<file path="config.mk">
export PLATFORM = sky130hd
export DESIGN_NAME = nonce_result_arbiter
export DESIGN_NICKNAME = d
export VERILOG_FILES = /design/src/rtl/nonce_result_arbiter.sv
export SDC_FILE = /design/constraint.sdc
export NUM_CORES = 1
export LEC_CHECK = 0
export CORE_AREA = 5 5 323 325
export DETAILED_ROUTE_END_ITERATION = 16
export DIE_AREA = 0 0 328 330
export GPL_TIMING_DRIVEN = 0
export PLACE_DENSITY = 0.47
export SYNTH_ARGS = -nofsm -noshare
export SYNTH_HDL_FRONTEND = slang
export SYNTH_HIERARCHICAL = 1
export SYNTH_SLANG_ARGS = --single-unit
</file>
<file path="constraint.sdc">
create_clock -name clk -period 24.7 [get_ports clk]
set_clock_uncertainty 0.05 [all_clocks]
set_input_delay 7.41 -clock clk [delete_from_list [all_inputs] [get_ports clk]]
set_output_delay 7.41 -clock clk [all_outputs]
set_load 0.1 [all_outputs]
</file>
<file path="src/rtl/nonce_result_arbiter.sv">
// Round-robin collector of golden-nonce results from NUM_CORES miner pipes into a
// small FIFO read one entry at a time by the host; counts results lost to overwrite.

module nonce_slot (
  input  logic        clk,
  input  logic        reset,
  input  logic [31:0] i_golden,
  input  logic [31:0] i_nonce2,
  input  logic [31:0] i_hash2,
  input  logic        i_grant,
  output logic [31:0] o_golden,
  output logic [31:0] o_nonce2,
  output logic [31:0] o_hash2,
  output logic        o_pending,
  output logic        o_lost
);
  logic [31:0] r_last, r_g, r_n, r_h;
  logic        r_pend;
  logic        w_det;

  assign w_det     = (i_golden != r_last);
  // A grant in the same cycle drains the old result, so reloading is not a loss.
  assign o_lost    = w_det && r_pend && !i_grant;
  assign o_golden  = r_g;
  assign o_nonce2  = r_n;
  assign o_hash2   = r_h;
  assign o_pending = r_pend;

  always_ff @(posedge clk or posedge reset) begin
    if (reset) begin
      r_last <= '0;
      r_g    <= '0;
      r_n    <= '0;
      r_h    <= '0;
      r_pend <= 1'b0;
    end else begin
      r_last <= i_golden;
      if (w_det) begin
        r_g    <= i_golden;
        r_n    <= i_nonce2;
        r_h    <= i_hash2;
        r_pend <= 1'b1;
      end else if (i_grant) begin
        r_pend <= 1'b0;
      end
    end
  end
endmodule

module nonce_result_arbiter #(
  parameter int NUM_CORES  = 2,
  parameter int FIFO_DEPTH = 4
) (
  input  logic                    clk,
  input  logic                    reset,
  input  logic [32*NUM_CORES-1:0] golden_nonce,
  input  logic [32*NUM_CORES-1:0] nonce2,
  input  logic [32*NUM_CORES-1:0] hash2,
  input  logic                    rd_ack,
  output logic                    out_valid,
  output logic [31:0]             out_golden,
  output logic [31:0]             out_nonce2,
  output logic [31:0]             out_hash2,
  output logic [3:0]              out_core,
  output logic [7:0]              lost_count
);
  localparam int AW = $clog2(FIFO_DEPTH);

  // Slot views padded to 16 so a 4-bit core index selects without width games.
  logic [15:0]           w_pend;
  logic [15:0][31:0]     w_sg, w_sn, w_sh;
  logic [NUM_CORES-1:0]  w_lost;
  logic [NUM_CORES-1:0]  w_gnt;

  logic                  w_gnt_vld;
  logic [3:0]            w_gnt_idx;
  logic [4:0]            w_try;
  logic [4:0]            w_nloss;
  logic [8:0]            w_lsum;
  logic                  w_push, w_pop;

  logic [3:0]                  r_rr;
  logic [7:0]                  r_lost;
  logic [AW-1:0]               r_wp, r_rp;
  logic [AW:0]                 r_count;
  logic [FIFO_DEPTH-1:0][31:0] r_fg, r_fn, r_fh;
  logic [FIFO_DEPTH-1:0][3:0]  r_fc;

  generate
    for (genvar i = 0; i < 16; i++) begin : g_core
      if (i < NUM_CORES) begin : g_on
        assign w_gnt[i] = w_gnt_vld && (w_gnt_idx == 4'(i));
        nonce_slot u_slot (
          .clk       (clk),
          .reset     (reset),
          .i_golden  (golden_nonce[32*i +: 32]),
          .i_nonce2  (nonce2[32*i +: 32]),
          .i_hash2   (hash2[32*i +: 32]),
          .i_grant   (w_gnt[i]),
          .o_golden  (w_sg[i]),
          .o_nonce2  (w_sn[i]),
          .o_hash2   (w_sh[i]),
          .o_pending (w_pend[i]),
          .o_lost    (w_lost[i])
        );
      end else begin : g_off
        assign w_sg[i]   = '0;
        assign w_sn[i]   = '0;
        assign w_sh[i]   = '0;
        assign w_pend[i] = 1'b0;
      end
    end
  endgenerate

  // First pending slot at or after rr, wrapping; blocked while the FIFO is full.
  always_comb begin
    w_gnt_vld = 1'b0;
    w_gnt_idx = '0;
    w_try     = '0;
    for (int k = 0; k < NUM_CORES; k++) begin
      w_try = {1'b0, r_rr} + 5'(k);
      if (w_try >= 5'(NUM_CORES)) w_try = w_try - 5'(NUM_CORES);
      if (!w_gnt_vld && !r_count[AW] && w_pend[w_try[3:0]]) begin
        w_gnt_vld = 1'b1;
        w_gnt_idx = w_try[3:0];
      end
    end
  end

  always_comb begin
    w_nloss = '0;
    for (int i = 0; i < NUM_CORES; i++) w_nloss = w_nloss + 5'(w_lost[i]);
    w_lsum = {1'b0, r_lost} + {4'b0, w_nloss};
  end

  assign w_push = w_gnt_vld;
  assign w_pop  = rd_ack && (r_count != '0);

  always_ff @(posedge clk or posedge reset) begin
    if (reset) begin
      r_rr    <= '0;
      r_lost  <= '0;
      r_wp    <= '0;
      r_rp    <= '0;
      r_count <= '0;
      r_fg    <= '0;
      r_fn    <= '0;
      r_fh    <= '0;
      r_fc    <= '0;
    end else begin
      if (w_push) begin
        r_fg[r_wp] <= w_sg[w_gnt_idx];
        r_fn[r_wp] <= w_sn[w_gnt_idx];
        r_fh[r_wp] <= w_sh[w_gnt_idx];
        r_fc[r_wp] <= w_gnt_idx;
        r_wp       <= r_wp + AW'(1);
        r_rr       <= (w_gnt_idx == 4'(NUM_CORES-1)) ? 4'd0 : w_gnt_idx + 4'd1;
      end
      if (w_pop) r_rp <= r_rp + AW'(1);
      case ({w_push, w_pop})
        2'b10:   r_count <= r_count + (AW+1)'(1);
        2'b01:   r_count <= r_count - (AW+1)'(1);
        default: r_count <= r_count;
      endcase
      r_lost <= w_lsum[8] ? 8'hFF : w_lsum[7:0];
    end
  end

  assign out_valid  = (r_count != '0);
  assign out_golden = r_fg[r_rp];
  assign out_nonce2 = r_fn[r_rp];
  assign out_hash2  = r_fh[r_rp];
  assign out_core   = r_fc[r_rp];
  assign lost_count = r_lost;
endmodule

</file>
## After elaboration in Yosys (flattened, before gate mapping)

Index checks and enable logic that the tools add are counted.

- Bits in registers: 677

- Add/sub/neg operators: 10
- Eq/ne operators: 5
- Magnitude comparators: 8
- Multiplexer cells: 39
- Reductions and logical operators: 20

Operator list:

| kind | count |
|---|---|
| 32-bit binary-select mux with 4-bit select | 3 |
| 128-bit bitwise mux | 3 |
| 32-bit 2-to-1 mux | 7 |
| 32-bit binary-select mux with 2-bit select | 3 |
| 32-bit demux with 2-bit select | 1 |
| 32-bit != test | 2 |
| 4-bit 2-to-1 mux | 7 |
| 16-bit bitwise mux | 1 |
| 4-bit by 5-bit less-than comparator with 1-bit output, second input constant | 3 |
| 1-bit logical AND | 11 |
| 8-bit by 2-bit adder with 9-bit output | 1 |
| 1-bit binary-select mux with 4-bit select | 2 |
| 4-bit binary-select mux with 2-bit select | 1 |
| 4-bit demux with 2-bit select | 1 |
| 1-bit 2-to-1 mux | 8 |
| 8-bit 2-to-1 mux | 1 |
| 4-bit by 2-bit subtractor with 4-bit output, second input constant | 2 |
| 2-bit by 3-bit less-than comparator with 1-bit output, second input constant | 2 |
| 3-bit case mux with 2 select lines | 1 |
| 2-bit nonzero test | 3 |
| 4-bit by 1-bit adder with 5-bit output, second input constant | 1 |
| 5-bit by 2-bit >= comparator with 1-bit output, second input constant | 1 |
| 2-bit by 1-bit adder with 2-bit output, second input constant | 2 |
| 4-bit by 1-bit adder with 4-bit output, second input constant | 1 |
| other kinds (11) | 14 |

## Depth between registers and ports, before layout

- Depth after elaboration: 17
- Mapped depth: 18
- Mapped depth without buffers: 18

## By module

Netlist, hierarchy kept.

By module, submodules not included:

| module | area each (um^2) | times used | seq. area each (um^2) | cells an instance |
|---|---|---|---|---|
| nonce_result_arbiter | 20,442.1 | 1 | 10,485.1 | 1,773 |
| nonce_slot | 4,770.8 | 2 | 3,228.1 | 282 |

## Worst setup path before layout

No wires, ideal clock.

- Path type: input-to-reg
- From: in golden_nonce[9]
- To: reg r_lost[7] (netlist: lost_count[7])
- Setup time: 0.169 ns
- Stages: 15
- Arrival: 9.649 ns
- Setup slack: 14.832 ns
- Path through: xnor2_1 nand4_1 nor4_1 nand2_1 buf_4 buf_6 and3_1 inv_1 fa_1 inv_1 ha_1 and3_1 and2_1 nor3_1 a21oi_1

- Longest elaborated chain between the ends: 6

RTL lines:

| item | line | text |
|---|---|---|
| from (decl) | 56 | `input logic [32*NUM_CORES-1:0] golden_nonce,` |
| 32-bit != test | 21 | `assign w_det = (i_golden != r_last);` |
| 1-bit logical AND (2 in series) | 23 | `assign o_lost = w_det && r_pend && !i_grant;` |
| via w_lost[0] | 72 | `logic [NUM_CORES-1:0] w_lost;` |
| 1-bit by 1-bit adder with 2-bit output | 132 | `for (int i = 0; i < NUM_CORES; i++) w_nloss = w_nloss + 5'(w_lost[i]);` |
| 8-bit by 2-bit adder with 9-bit output | 133 | `w_lsum = {1'b0, r_lost} + {4'b0, w_nloss};` |
| 8-bit 2-to-1 mux | 165 | `r_lost <= w_lsum[8] ? 8'hFF : w_lsum[7:0];` |
| to (signal assigned) | 165 |  |
| to (decl) | 83 | `logic [7:0] r_lost;` |

The timed path passes the listed nets, and every way through them passes these cells.
A chain may end at the register's enable or synchronous reset.

## Final worst setup path

- From: reg r_rp[1]
- To: out out_golden[25]

- Longest elaborated chain between the ends: 2

RTL lines:

| item | line | text |
|---|---|---|
| from (decl) | 84 | `logic [AW-1:0] r_wp, r_rp;` |
| from (signal assigned) | 159 | `if (w_pop) r_rp <= r_rp + AW'(1);` |
| 32-bit binary-select mux with 2-bit select | 170 | `assign out_golden = r_fg[r_rp];` |
| 32-bit 2-to-1 mux (not written as such) | 170 |  |
| to (decl) | 61 | `output logic [31:0] out_golden,` |

No other way between the ends. The select of a mux whose other input is x is not followed.

==> results.tsv <==
stage	metric	value	unit
power	total power	6.04	mW
die	initial core utilization	0.296	
worst_setup_path	Worst R2R Start	r_rr[0]	
logic_synthesis	Syn Area/Cell	12.8	um2
clock_tree	H-tree depth	3	
worst_setup_path	r2r setup slk	20.12	ns
worst_setup_path	critical path arrival	5.37	ns
logic_synthesis	Synth Instances	2337	
detailed_routing	first drt pass iteration count	12	
run_status	status	finished, final reports clean	
worst_setup_path	CP startpoint kind	flop	
detailed_routing	drt wl/cell	26.9	um
die	# rows	117	
grt	first-pass GRT wire length	162	mm
die	DIE AREA	108000	um2
clock_tree	CTS Hold Bufs	0	
placement	routability cong.	0.804	
min_path	hold_sp	r_fc[15]	
die	DIE HEIGHT	330	um
logic_synthesis	Yosys top cell by area	dfrtp_1	
grt	gr ovfl total	0	
clock_tree	Setup Fix Bufs, Post-CTS	0	
logic_synthesis	share of flip-flops with an asynchronous set or reset	1.00	
timing	period utilization	0.519	
power	Sequential Power Share	0.273	
detailed_routing	final wirelength	112	mm
power	peak supply drop	0.147	mV
layout	area delta synth->final	25.2	%
min_path	hold endpoint	r_fc[15]	
logic_synthesis	Post-synth top flop	dfrtp_1	
timing	Sum Neg Setup Slack	0	ns
logic_synthesis	share of the synthesized area in the top cell type	0.565	
clock_tree	clock sinks	677	
die	core area	101000	um2
detailed_routing	Via density	5.39	
clock_tree	CTS tree	yes	
detailed_routing	Vias	22400	
clock_tree	maximum root-to-sink buffer count	3	
die	I/O pin count	304	
grt	vias in the first global route	23500	
grt	largest net degree at the start of global routing	127	
clock_tree	total CTS buffers	79	
min_path	hold path cells	1	
detailed_routing	uppermost layer routed	met5	
layout	number of nets in the layout	2938	
logic_synthesis	Ys Warns	6	
power	Leak	17.3	nW
power	Switch Pwr	2.91	mW
timing	fin crit period	12.83	ns
logic_synthesis	top-count cell post-synth	dfrtp_1	
logic_synthesis	cell area after synthesis	30000	um2
logic_synthesis	Mapped Nets	2546	
timing	Fin. Hold Viols	0	
layout	layout cell share with drive strength beyond 1	0.172	
placement	IO buf count	303	
logic_synthesis	top cells by count, synth	dfrtp_1 (677), inv_1 (596), a222oi_1 (384)	
layout	final cell count without fillers	4154	
timing	RSZ-0062 raised after global routing	false	
timing	fmax	78.0	MHz
timing	Worst slew margin	0.0451	
timing	worst slew pin tran	1.43	ns
grt	GR Util All Layers	0.202	
logic_synthesis	Yosys reg bits	677	
power	Comb power frac	0.529	
worst_setup_path	Crit Path Max Fanout	10	
logic_synthesis	sequential area share after synthesis	0.565	
die	Die Wd	328	um
detailed_routing	DR WL met2	54.0	mm
placement	placed cells	4015	
clock_tree	CTS clk-pin slew, worst paths	0.06	ns
placement	HPWL after detailed placement	78.0	mm
timing	Setup-failing EPs final	0	
power	Clk pwr share	0.197	
power	Switching Share	0.482	
layout	Final Util	0.371	
logic_synthesis	Area contributors post-synth	dfrtp_1 (57%), a222oi_1 (13%), mux4_2 (7.5%)	
power	internal power	3.13	mW
grt	initial antenna violation count	5	
detailed_routing	metal3 WL	9.97	mm
timing	Final Max Tran Viols	0	
worst_setup_path	Critical R2R Capture	r_fg[7]	
clock_tree	Resize count post-CTS	0	
worst_setup_path	R2R depth	10	
detailed_routing	post-detailed-route count of antenna-violating nets	0	
logic_synthesis	count of cell types in the netlist	51	
clock_tree	Worst-Skew Late Latency	0.63	ns
worst_setup_path	crit path launch	r_rp[1]	
detailed_routing	met1 wire length	44.7	mm
detailed_routing	1st-iter DRT viols	3774	
clock_tree	CTS root buf	clkbuf_16	
worst_setup_path	crit end category	output pin	
worst_setup_path	Worst EP required	17.24	ns
power	PD cells	161	nW/um2
worst_setup_path	critical path class	reg -> out	
detailed_routing	drt drc	0	
min_path	HP Class	reg -> reg	
job	Max Cap Viol	0	
logic_synthesis	Post-synth EDFFs	0	
## metrics by stage
stage                     area [um2]  hold slack, ns  setup WS, ns
after floorplan                30000           0.398          5.58
after global placement         34700           0.414         0.763
after detailed placement       34900           0.422         12.46
after CTS                      37500           0.434         11.77
after global routing           37500           0.449         11.72
final                          37600           0.435         11.87
## worst max-delay path by stage
| stage | endpoint | slack (ns) |
|---|---|---|
| detailed placement | out_golden[21] | 12.46 |
| global placement | r_fn[23] | 0.76 |
| CTS | out_golden[21] | 11.77 |
| finish | out_golden[25] | 11.87 |
| global route | out_golden[25] | 11.72 |
| floorplan | lost_count[0] | 5.58 |
## cells by family after synthesis
group	Yosys count	synth area share
buf+inv	762	0.0989
flops	677	0.565
compound gates	424	0.140
mux	295	0.151
simple gates	89	0.0164
xor+xnor	76	0.0227
fa+ha+maj	14	0.00634
## flip-flops by register name (all words and copies together) (netlist names)
name	cells
g_core.g_on.u_slot/o_pending	2
g_core.g_on.u_slot/o_hash2	64
r_fg	128
r_fn	128
g_core.g_on.u_slot/o_nonce2	64
g_core.g_on.u_slot/r_last	64
lost_count	8
r_fc	16
r_wp	2
r_rr	4
r_rp	2
g_core.g_on.u_slot/o_golden	64
r_count	3
r_fh	128
## layer usage
metal | track usage | vias up
li1 | - | 9376
met1 | 0.264 | 11600
met2 | 0.335 | 1237
met3 | 0.0456 | 154
met4 | 0.0634 | 2
met5 | 0 | -
## layout by cell type (no fill, tap or decap), types with 9 or more instances in the layout
cell and instances:
nand4_1 17, clkbuf_1 111, clkinv_2 16, mux2_4 20, inv_1 593, xnor2_1 71, and2_1 15, mux4_2 100
dfrtp_1 677, buf_1 10, mux2_1 16, nand2_1 19, clkdlybuf4s50_1 303, a222oi_1 384, mux2_2 158, bufinv_16 9
buf_2 48, clkbuf_8 12, clkbuf_16 79, ha_1 12
## worst max-delay path: stages (launching register included)
cell and delay, ns:
dfrtp_1 0.33, clkbuf_1 0.99, clkbuf_1 0.58, clkbuf_1 1.11, mux4_2 0.52, clkdlybuf4s50_1 1.18
## power groups by stage
stage               Sequential (mW)  Combinational, mW  Clock, mW
global placement               1.64               3.16          0
floorplan                      1.65               2.21          0
detailed placement             1.66               3.20          0
CTS                            1.65               3.21       1.22
finish                         1.65               3.20       1.19
global route                   1.69               3.33       1.26
## layout make-up
| type | count | area (um2) |
|---|---|---|
| Antenna cell | 2 | 5.00 |
| Buffer | 165 | 728 |
| Clock buffer | 104 | 2190 |
| Clock inverter | 32 | 424 |
| Fill cell | 9778 | 63600 |
| Inverter | 597 | 2260 |
| Multi-Input combinational cell | 898 | 10100 |
| Sequential cell | 677 | 16900 |
| Tap cell | 1368 | 1710 |
| Timing Repair Buffer | 311 | 3220 |
(Power assumes the default switching activity.)
